$ cat config.mk
export PLATFORM = sky130hd
export DESIGN_NAME = ps2_move_decoder
export DESIGN_NICKNAME = d
export VERILOG_FILES = /design/src/rtl/game_pkg.sv /design/src/rtl/ps2_scan_parser.sv /design/src/rtl/ps2_move_decoder.sv
export SDC_FILE = /design/constraint.sdc
export NUM_CORES = 1
export LEC_CHECK = 0
export ABC_AREA = 1
export BUFFER_PORTS_ARGS = -buffer_cell sky130_fd_sc_hd__buf_2
export CORE_ASPECT_RATIO = 1.2
export CORE_MARGIN = 2
export CORE_UTILIZATION = 48
export DETAILED_ROUTE_END_ITERATION = 7
export GPL_TIMING_DRIVEN = 1
export HOLD_SLACK_MARGIN = 0.06
export PLACE_DENSITY_LB_ADDON = 0.1
export SYNTH_ARGS = -nofsm -noshare
export SYNTH_HDL_FRONTEND = slang
export SYNTH_SLANG_ARGS = --single-unit
$ cat constraint.sdc
create_clock -name clk -period 1.3 [get_ports clk]
set_input_delay 0.26 -clock clk [delete_from_list [all_inputs] [get_ports clk]]
set_output_delay 0.26 -clock clk [all_outputs]
set_load 0.05 [all_outputs]
$ cat src/rtl/game_pkg.sv
// Shared game constants: move encodings, PS/2 scan codes, parser states, key map helpers.
package game_pkg;

  localparam int unsigned MOVE_W = 3;
  localparam int unsigned KEY_W  = 2;

  localparam logic [MOVE_W-1:0] MOVE_NONE  = 3'd0;
  localparam logic [MOVE_W-1:0] MOVE_UP    = 3'd1;
  localparam logic [MOVE_W-1:0] MOVE_DOWN  = 3'd2;
  localparam logic [MOVE_W-1:0] MOVE_LEFT  = 3'd3;
  localparam logic [MOVE_W-1:0] MOVE_RIGHT = 3'd4;

  // Bit positions inside the held-key mask {right, left, down, up}
  localparam logic [KEY_W-1:0] KEY_UP    = 2'd0;
  localparam logic [KEY_W-1:0] KEY_DOWN  = 2'd1;
  localparam logic [KEY_W-1:0] KEY_LEFT  = 2'd2;
  localparam logic [KEY_W-1:0] KEY_RIGHT = 2'd3;

  localparam logic [7:0] SC_EXT   = 8'hE0;
  localparam logic [7:0] SC_BRK   = 8'hF0;
  localparam logic [7:0] SC_W     = 8'h1D;
  localparam logic [7:0] SC_S     = 8'h1B;
  localparam logic [7:0] SC_A     = 8'h1C;
  localparam logic [7:0] SC_D     = 8'h23;
  localparam logic [7:0] SC_UP    = 8'h75;
  localparam logic [7:0] SC_DOWN  = 8'h72;
  localparam logic [7:0] SC_LEFT  = 8'h6B;
  localparam logic [7:0] SC_RIGHT = 8'h74;

  typedef enum logic [1:0] {
    ST_IDLE    = 2'd0,
    ST_EXT     = 2'd1,
    ST_BRK     = 2'd2,
    ST_EXT_BRK = 2'd3
  } parser_state_t;

  typedef struct packed {
    logic             hit;
    logic [KEY_W-1:0] idx;
  } key_map_t;

  // Translate a scan code into a held-mask index; ext selects the E0-prefixed table.
  function automatic key_map_t map_key(input logic [7:0] code, input logic ext);
    key_map_t km;
    km = '0;
    if (!ext) begin
      case (code)
        SC_W:    km = '{hit: 1'b1, idx: KEY_UP};
        SC_S:    km = '{hit: 1'b1, idx: KEY_DOWN};
        SC_A:    km = '{hit: 1'b1, idx: KEY_LEFT};
        SC_D:    km = '{hit: 1'b1, idx: KEY_RIGHT};
        default: km = '0;
      endcase
    end else begin
      case (code)
        SC_UP:    km = '{hit: 1'b1, idx: KEY_UP};
        SC_DOWN:  km = '{hit: 1'b1, idx: KEY_DOWN};
        SC_LEFT:  km = '{hit: 1'b1, idx: KEY_LEFT};
        SC_RIGHT: km = '{hit: 1'b1, idx: KEY_RIGHT};
        default:  km = '0;
      endcase
    end
    return km;
  endfunction

  // Fixed priority up > down > left > right over the held mask.
  function automatic logic [MOVE_W-1:0] sel_move(input logic [3:0] held);
    logic [MOVE_W-1:0] mv;
    mv = MOVE_NONE;
    if (held[KEY_UP])         mv = MOVE_UP;
    else if (held[KEY_DOWN])  mv = MOVE_DOWN;
    else if (held[KEY_LEFT])  mv = MOVE_LEFT;
    else if (held[KEY_RIGHT]) mv = MOVE_RIGHT;
    return mv;
  endfunction

endpackage

$ cat src/rtl/ps2_scan_parser.sv
// PS/2 prefix parser: tracks E0/F0 prefixes and emits one-cycle key make/break events.
// Event outputs are decoded from the current byte so the held mask can update on the same edge.
module ps2_scan_parser
  import game_pkg::*;
(
  input  logic             clk,
  input  logic             reset,
  input  logic             rx_done_tick,
  input  logic [7:0]       rx_data,
  output logic             key_evt,
  output logic [KEY_W-1:0] key_idx,
  output logic             key_make
);

  parser_state_t state_q;
  parser_state_t state_d;
  key_map_t      km;

  // State register
  always_ff @(posedge clk) begin
    if (reset) state_q <= ST_IDLE;
    else       state_q <= state_d;
  end

  // Next-state: prefix tracking, advancing only on a received byte
  always_comb begin
    state_d = state_q;
    if (rx_done_tick) begin
      case (state_q)
        ST_IDLE: begin
          if (rx_data == SC_EXT)      state_d = ST_EXT;
          else if (rx_data == SC_BRK) state_d = ST_BRK;
          else                        state_d = ST_IDLE;
        end
        ST_EXT:     state_d = (rx_data == SC_BRK) ? ST_EXT_BRK : ST_IDLE;
        ST_BRK:     state_d = ST_IDLE;
        ST_EXT_BRK: state_d = ST_IDLE;
        default:    state_d = ST_IDLE;
      endcase
    end
  end

  // Outputs: decode the byte terminating a make or break sequence
  always_comb begin
    key_evt  = 1'b0;
    key_make = 1'b0;
    km       = map_key(rx_data, (state_q == ST_EXT) || (state_q == ST_EXT_BRK));
    key_idx  = km.idx;
    if (rx_done_tick) begin
      case (state_q)
        ST_IDLE: begin
          if ((rx_data != SC_EXT) && (rx_data != SC_BRK)) begin
            key_evt  = km.hit;
            key_make = 1'b1;
          end
        end
        ST_EXT: begin
          if (rx_data != SC_BRK) begin
            key_evt  = km.hit;
            key_make = 1'b1;
          end
        end
        ST_BRK, ST_EXT_BRK: begin
          key_evt  = km.hit;
          key_make = 1'b0;
        end
        default: begin
          key_evt  = 1'b0;
          key_make = 1'b0;
        end
      endcase
    end
  end

endmodule

$ cat src/rtl/ps2_move_decoder.sv
// PS/2 move decoder: held-key mask, frame-based auto-repeat and a valid/ready move request slot.
module ps2_move_decoder
  import game_pkg::*;
#(
  parameter int unsigned REPEAT_FRAMES = 8,
  parameter int unsigned CNT_W         = 4
) (
  input  logic              clk,
  input  logic              reset,
  input  logic              rx_done_tick,
  input  logic [7:0]        rx_data,
  input  logic              frame_tick,
  output logic              move_valid,
  output logic [MOVE_W-1:0] move,
  input  logic              move_ready,
  output logic [3:0]        key_held
);

  localparam logic [CNT_W-1:0] CNT_LAST = CNT_W'(REPEAT_FRAMES - 1);

  logic             key_evt;
  logic [KEY_W-1:0] key_idx;
  logic             key_make;

  logic [CNT_W-1:0] rep_cnt;
  logic             press_pending;
  logic             repeat_due;

  logic new_press_c;
  logic any_held_c;
  logic wrap_c;
  logic slot_free_c;
  logic issue_c;
  logic load_c;

  ps2_scan_parser u_parser (
    .clk          (clk),
    .reset        (reset),
    .rx_done_tick (rx_done_tick),
    .rx_data      (rx_data),
    .key_evt      (key_evt),
    .key_idx      (key_idx),
    .key_make     (key_make)
  );

  // Control decode: fresh presses, repeat wrap and issue-slot availability
  always_comb begin
    any_held_c  = |key_held;
    new_press_c = key_evt & key_make & ~key_held[key_idx];
    wrap_c      = frame_tick & any_held_c & (rep_cnt == CNT_LAST);
    slot_free_c = ~move_valid | move_ready;
    issue_c     = slot_free_c & (press_pending | repeat_due);
    load_c      = issue_c & any_held_c;
  end

  // Held-key mask: makes set, breaks clear
  always_ff @(posedge clk) begin
    if (reset) begin
      key_held <= '0;
    end else if (key_evt) begin
      key_held[key_idx] <= key_make;
    end
  end

  // Repeat counter; a fresh press restarts the repeat interval
  always_ff @(posedge clk) begin
    if (reset) begin
      rep_cnt <= '0;
    end else if (new_press_c || !any_held_c) begin
      rep_cnt <= '0;
    end else if (frame_tick) begin
      rep_cnt <= wrap_c ? '0 : rep_cnt + CNT_W'(1);
    end
  end

  // Pending flags: a new set wins over the clear from a same-cycle issue
  always_ff @(posedge clk) begin
    if (reset) begin
      press_pending <= 1'b0;
      repeat_due    <= 1'b0;
    end else begin
      if (new_press_c)  press_pending <= 1'b1;
      else if (issue_c) press_pending <= 1'b0;
      if (wrap_c && !new_press_c) repeat_due <= 1'b1;
      else if (issue_c)           repeat_due <= 1'b0;
    end
  end

  // Request slot: holds move stable until accepted, reloads on the accept cycle
  always_ff @(posedge clk) begin
    if (reset) begin
      move_valid <= 1'b0;
      move       <= MOVE_NONE;
    end else if (load_c) begin
      move_valid <= 1'b1;
      move       <= sel_move(key_held);
    end else if (move_valid && move_ready) begin
      move_valid <= 1'b0;
    end
  end

endmodule
==> results of run 1 <==
[logic make-up (layout without fill, tap and decap cells)]
group / after synthesis / count (layout) / share of synthesized area
flip-flops: 16 / 16 / 0.313
adder cells (fa/ha/maj): 1 / 1 / 0.0122
buffers and inverters: 28 / 73 / 0.103
AO/OA/AOI/OAI: 13 / 13 / 0.0757
AND/OR/NAND/NOR: 110 / 110 / 0.470
XOR/XNOR: 2 / 2 / 0.0171
multiplexers: 1 / 1 / 0.00977
[timing repair]
item | CTS | global route
resized for setup | 5 | 96
endpoints found under the hold margin | 0 | 0
pin swaps | 0 | 33
endpoints found under the setup margin | 8 | 15
setup buffers | 0 | 2
[path summary, 6_finish.rpt]
check,from,end,slack [ns],depth (start not counted)
worst max-delay path,u_parser.state_q[0],rep_cnt[0],-0.05,9
worst min-delay path,reset,press_pending,0.18,2
worst max register to register,u_parser.state_q[0],rep_cnt[0],-0.05,9
worst min register to register,move[1],move[1],0.47,2
[through the flow]
step / setup TNS [ns] / total power (µW) / setup slack (ns) / utilization
after detailed placement: -3.11 / 624 / -0.324 / 0.642
after floorplan: 0 / 558 / 0.00942 / -
final: -0.270 / 1010 / -0.0502 / 0.836
after CTS: -0.00695 / 943 / -0.00257 / 0.669
after global placement: -2.58 / 621 / -0.277 / 0.642
after global routing: -0.741 / 1040 / -0.0950 / 0.836
[area by class of cell]
| cell class | instances | area [µm²] | share of cell area |
|---|---|---|---|
| clock buffer | 4 | 36.3 | 0.0212 |
| inverter | 28 | 123 | 0.0716 |
| multi-input combinational | 127 | 877 | 0.512 |
| sequential | 16 | 333 | 0.194 |
| tap | 30 | 37.5 | 0.0219 |
| timing repair buffer | 41 | 307 | 0.179 |
[registers in the layout, indices dropped and copies added (netlist names)]
register,flops
move_valid,1
rep_cnt,4
u_parser.state_q,2
press_pending,1
key_held,4
repeat_due,1
move,3
[metal layers]
layer	part of all wire	track usage	wire, µm	up-vias
met4	0.031	0.105	99	0
li1	-	-	-	643
met5	0	0	0	-
met3	0.027	0.0297	87	11
met1	0.35	0.191	1120	579
met2	0.60	0.463	1930	39
[layout by cell type, fill, tap and decap left out, types with 7 or more instances in the layout]
master and instances:
buf_4 22, buf_2 10, nor2_4 7, nand2_2 18, a21oi_1 7, nand3_1 7
dfxtp_1 10, inv_1 17, nand2_1 27, clkbuf_4 8, nor2_1 16, nor2_2 7
[power groups by stage]
stage	Sequential [µW]	Combinational, µW	Clock [µW]
after floorplan	503	54.8	0
after global placement	502	118	0
after detailed placement	502	122	0
after CTS	491	123	329
after global routing	489	200	352
final	489	186	336
==> key figures, run 1 <==
Status
  – Outcome: finished, violations left
  – Violated checks: negative setup slack

Logic synthesis
  – Synth cell count leaders: 49 x nand2_1, 29 x nor2_1, 25 x inv_1
  – Top cells by area, synth: dfxtp_1 31%, nand2_1 18%, nor2_1 11%
  – Top cell type's share of synthesized area: 0.313
  – Synth async-reset ratio: 0
  – Seq cells post-synth: 16
  – Number of synthesized flops with an enable pin: 0
  – Top_reg_cell synth: dfxtp_1
  – Yosys Warn Count: 0
  – Leading cell type by number of instances after synthesis: nand2_1
  – Synthesized Nets: roughly 190
  – Netlist cell types: 21
  – Avg Cell Area, Syn: 5.99 µm²
  – Mapped cell area: 1020 µm²
  – Seq/Total Area, Yosys: 0.313
  – Area leader, netlist: dfxtp_1
  – Gate Count Post-Synth: 171

Drt
  – Avg WL per Cell: 13.2 µm
  – Vias post-DR: 1,272
  – TritonRoute pass-1 iters: 4
  – Final WL: 3240 µm
  – Post-route ant nets: 0
  – 1st-iter DRT viols: 36
  – # DRC: 0
  – Routed vias/inst: 5.17

Power
  – Worst IR drop on VDD: 479 µV
  – Leak pwr: approximately 0.0008 µW
  – Internal power: roughly 730 µW
  – PwrDens: 590 nW/µm²
  – Sw frac: 0.273
  – Clk network pwr share: 0.332
  – Comb power frac: 0.184
  – Part of the power in registers: 0.484
  – Switching pwr: between 200 and 300 µW

Timing
  – Worst slew margin: 0.765
  – RSZ-0062 raised after global routing: yes
  – Worst hold slack: 0.184 ns
  – Worst setup margin: -0.0502 ns
  – Fin crit share: 1.04
  – Clock Skew: 0.00543 ns
  – # setup viols final: 8
  – Fin crit period: 1.35 ns
  – Max Fclk: approximately 740 MHz
  – Max-slew violations: 0
  – Fin. Hold Viols: 0
  – Worst slew pin tran: 0.350 ns

Floorplanning
  – Die Y: 54.6 µm
  – Chip width: 46.2 µm
  – Core area: approximately 2000 µm²
  – IO Pins: 21
  – Row Count: 18
  – Starting Density: 0.500
  – Die ar.: around 2500 µm²

Global route
  – First-pass GRT wire length: 4010 µm
  – Total track usage: 0.220
  – Initial antenna violation count: 0
  – GRT overflow: 0
  – Number of global-route vias before repair: 1,090
  – Largest net degree at the start of global routing: 11

Setup path
  – CP bufs+invs: 2
  – CP max-delay cell: dfxtp_4
  – Worst Setup Path Type: flip-flop to flip-flop
  – CP peak stage delay: 0.40 ns
  – Arr. time, crit path: between 1.5 and 2 ns
  – Worst path cell trace: inv_4 -> a21oi_4 -> nand2_2 -> nand2_4 -> inv_6 -> nand2_4 -> nand3_4 -> nand3_4 -> nor2_1
  – Delay-heaviest family, CP: simple AND/OR/NAND/NOR gates
  – Critical Path End Type: flip-flop
  – Startpoint types: flip-flop
  – Critical-path maximum fanout: 4
  – Worst path required time: 1.49 ns

Finish
  – Layout cells sized above 1: 0.537
  – Area Overhead vs Synth: 67.2%
  – Final Non-Filler Cells: between 200 and 250
  – Post-route cell area: 1710 µm²
  – Nets: 231
  – Inserted Diodes: 0
  – Layout fillers: 130

Place
  – Placer Congestion: 0.870
  – Area after DPL: ~1300 µm²
  – PortBufs: 20
  – DP HPWL: 1980 µm
  – Placed insts: 240

Run
  – Max-cap viol count: 0

Clock tree
  – Clock latency on the worst-skew pair: about 0.30 ns
  – Worst-path clk slew: approximately 0.10 ns
  – CTS tree: yes
  – Clock buffer depth: 2
  – H-tree Lvls: 1
  – TritonCTS Buffers: 3
  – Root Buffer Master: clkbuf_4
  – CTS Sinks: 16
  – CTS Hold Buffers Added: 0

Worst hold path
  – Hold/Removal Path Class: input pin to flip-flop
(Power assumes the default switching activity.)
==> inputs of run 2 (changes only) <==
--- a/config.mk
+++ b/config.mk
@@ -9,7 +9,7 @@
 export BUFFER_PORTS_ARGS = -buffer_cell sky130_fd_sc_hd__buf_2
 export CORE_ASPECT_RATIO = 1.2
 export CORE_MARGIN = 2
-export CORE_UTILIZATION = 48
+export CORE_UTILIZATION = 53
 export DETAILED_ROUTE_END_ITERATION = 7
 export GPL_TIMING_DRIVEN = 1
 export HOLD_SLACK_MARGIN = 0.06
==> constraint.sdc (replaced) <==
create_clock -name clk -period 1.4 [get_ports clk]
set_input_delay 0.28 -clock clk [delete_from_list [all_inputs] [get_ports clk]]
set_output_delay 0.28 -clock clk [all_outputs]
set_load 0.05 [all_outputs]
==> key figures, run 2 (same netlist as run 1, synthesis figures left out) <==
Worst hold path
  – Hold/Removal Path Class: input pin to flip-flop (unchanged)

Finish
  – Final core utilization: 0.687 (was 0.836)
  – Layout fillers: 176 (was 130)
  – Commonest non-fill, non-tap cell in the layout: nand2_1 (unchanged)
  – Inserted Diodes: 0 (unchanged)
  – Most frequent cells in the layout: 49 x nand2_1, 27 x nor2_1, 25 x inv_1 (was 27 x nand2_1, 22 x buf_4, 18 x nand2_2)
  – Layout cells sized above 1: 0.248 (was 0.537)
  – Area Overhead vs Synth: 22.7% (was 67.2%)
  – Largest registers: key_held (4), rep_cnt (4), move (3) (unchanged)
  – Nets: 217 (was 231)

Drt
  – Final WL: 2280 µm (was 3240 µm)
  – Routed vias/inst: 5.15 (was 5.17)
  – TritonRoute pass-1 iters: 5 (was 4)
  – # DRC: 0 (unchanged)
  – Avg WL per Cell: 10.3 µm (was 13.2 µm)
  – 1st-iter DRT viols: 30 (was 36)
  – Vias post-DR: 1,138 (was 1,272)
  – Post-route ant nets: 0 (unchanged)

Setup path
  – Critical-path maximum fanout: 4 (unchanged)
  – Critical Path End Type: flip-flop (unchanged)
  – Startpoint types: flip-flop (unchanged)
  – Worst Setup Path Type: flip-flop to flip-flop (unchanged)
  – Worst path cell trace: inv_1 -> a21oi_2 -> nand2_1 -> nand2_2 -> inv_2 -> nor3_1 -> nand2_1 -> nand2_1 -> nor2_1 (was inv_4 -> a21oi_4 -> nand2_2 -> nand2_4 -> inv_6 -> nand2_4 -> nand3_4 -> nand3_4 -> nor2_1)
  – Crit path top cell by count: nand2_1
  – Arr. time, crit path: 1.57 ns (was 1.54 ns)
  – CP max-delay cell: dfxtp_2 (was dfxtp_4)
  – Worst path required time: 1.58 ns (was 1.49 ns)
  – CP peak stage delay: 0.37 ns (was 0.40 ns)

Global route
  – Total track usage: 0.220 (about the same)
  – First-pass GRT wire length: 3840 µm (was 4010 µm)
  – GRT overflow: 0 (unchanged)
  – Largest net degree at the start of global routing: 11 (unchanged)
  – Initial antenna violation count: 0 (unchanged)
  – Number of global-route vias before repair: 1,012 (was 1,090)

Floorplanning
  – Row Count: 17 (was 18)
  – Starting Density: 0.560 (was 0.500)
  – Chip width: 44.1 µm (was 46.2 µm)
  – Core area: 1830 µm² (was 2050 µm²)
  – Die Y: 52.2 µm (was 54.6 µm)
  – Die ar.: 2300 µm² (was 2520 µm²)
  – IO Pins: 21 (unchanged)

Place
  – Placer Congestion: 0.889 (was 0.870)
  – PortBufs: 20 (unchanged)
  – DP Worst Slack: -0.198 ns (was -0.324 ns)
  – DP HPWL: 1860 µm (was 1980 µm)

Timing
  – # setup viols final: 0 (was 8)
  – Worst setup margin: 0.0185 ns (was -0.0502 ns)
  – Worst hold slack: 0.235 ns (was 0.184 ns)
  – RSZ-0062 raised after global routing: yes (unchanged)
  – Fin. Hold Viols: 0 (unchanged)
  – Max Fclk: 724 MHz (was 741 MHz)
  – Clock Skew: 0.00254 ns (was 0.00543 ns)
  – Fin crit share: 0.987 (was 1.04)
  – Fin Setup TNS: 0 ns (was -0.270 ns)
  – Worst slew pin tran: 0.329 ns (was 0.350 ns)
  – Max-slew violations: 0 (unchanged)
  – Worst slew margin: 0.779 (was 0.765)
  – Fin crit period: 1.38 ns (was 1.35 ns)

Clock tree
  – Post-CTS Repair Setup Buffers: 0 (unchanged)
  – Clock latency on the worst-skew pair: 0.28 ns (was 0.30 ns)
  – CTS Sinks: 16 (unchanged)
  – Root Buffer Master: clkbuf_4 (unchanged)
  – Clock buffer depth: 2 (unchanged)
  – TritonCTS Buffers: 3 (unchanged)
  – CTS tree: yes (unchanged)
  – CTS Hold Buffers Added: 0 (unchanged)
  – H-tree Lvls: 1 (unchanged)
  – Worst-path clk slew: 0.09 ns (was 0.10 ns)

Power
  – Worst IR drop on VDD: 412 µV (was 479 µV)
  – Leak pwr: 0.000636 µW (was 0.000793 µW)
  – PwrDens: 687 nW/µm² (was 590 nW/µm²)
  – Pwr Total: 864 µW (was 1010 µW)

Run
  – Max-cap viol count: 0 (unchanged)

Status
  – Outcome: finished, final reports clean (was finished, violations left)
[run 2: cell count changes in the layout (fill, tap and decap cells not counted), sizes merged]
cell	previous run	this run
buf	36	27
clkbuf	9	4
[run 2: repair_timing]
action	in CTS	in global routing
resized for setup	1	4
endpoints found under the setup margin	2	10
pin swaps	0	1
endpoints found under the hold margin	0	0
[run 2: final timing paths]
check | startpoint | end | slack, ns | cells past startpoint
max | u_parser.state_q[0] | key_held[1] | 0.02 | 9
min reg2reg | move[1] | move[1] | 0.46 | 2
min | reset | press_pending | 0.24 | 2
max reg2reg | u_parser.state_q[0] | key_held[1] | 0.02 | 9
[run 2: metrics by stage]
step           instance area, µm²  std cells
6_report                     1260        221
5_1_grt                      1260        221
4_1_cts                      1240        221
3_5_place_dp                 1200        217
3_3_place_gp                 1200        217
2_1_floorplan                1030        171
[run 2: area by class of cell]
type / count / area, µm² / area share
multi-input combinational: 127 / 614 / 0.489
sequential: 16 / 325 / 0.259
timing repair buffer: 27 / 153 / 0.121
inverter: 28 / 105 / 0.0836
clock buffer: 4 / 36.3 / 0.0289
tap: 19 / 23.8 / 0.0189
[run 2: routing by layer]
metal / vias up / share of wire / track usage
met5: - / 0 / 0
met3: 8 / 0.042 / 0.0347
met4: 0 / 0.018 / 0.0707
met1: 495 / 0.43 / 0.249
met2: 33 / 0.51 / 0.409
li1: 602 / - / -
[run 2: report_power, final]
group	total [µW]	switching (µW)	internal [µW]
registers	458	1.62	456
clock network	301	143	158
logic	105	64.6	40.2
[run 2: critical path, delay by kind of cell (launching register included)]
kind                   cells  cell delay (ns)
AND/OR/NAND/NOR            6             0.62
flip-flops                 1             0.37
buffers and inverters      2             0.16
AO/OA/AOI/OAI              1             0.13
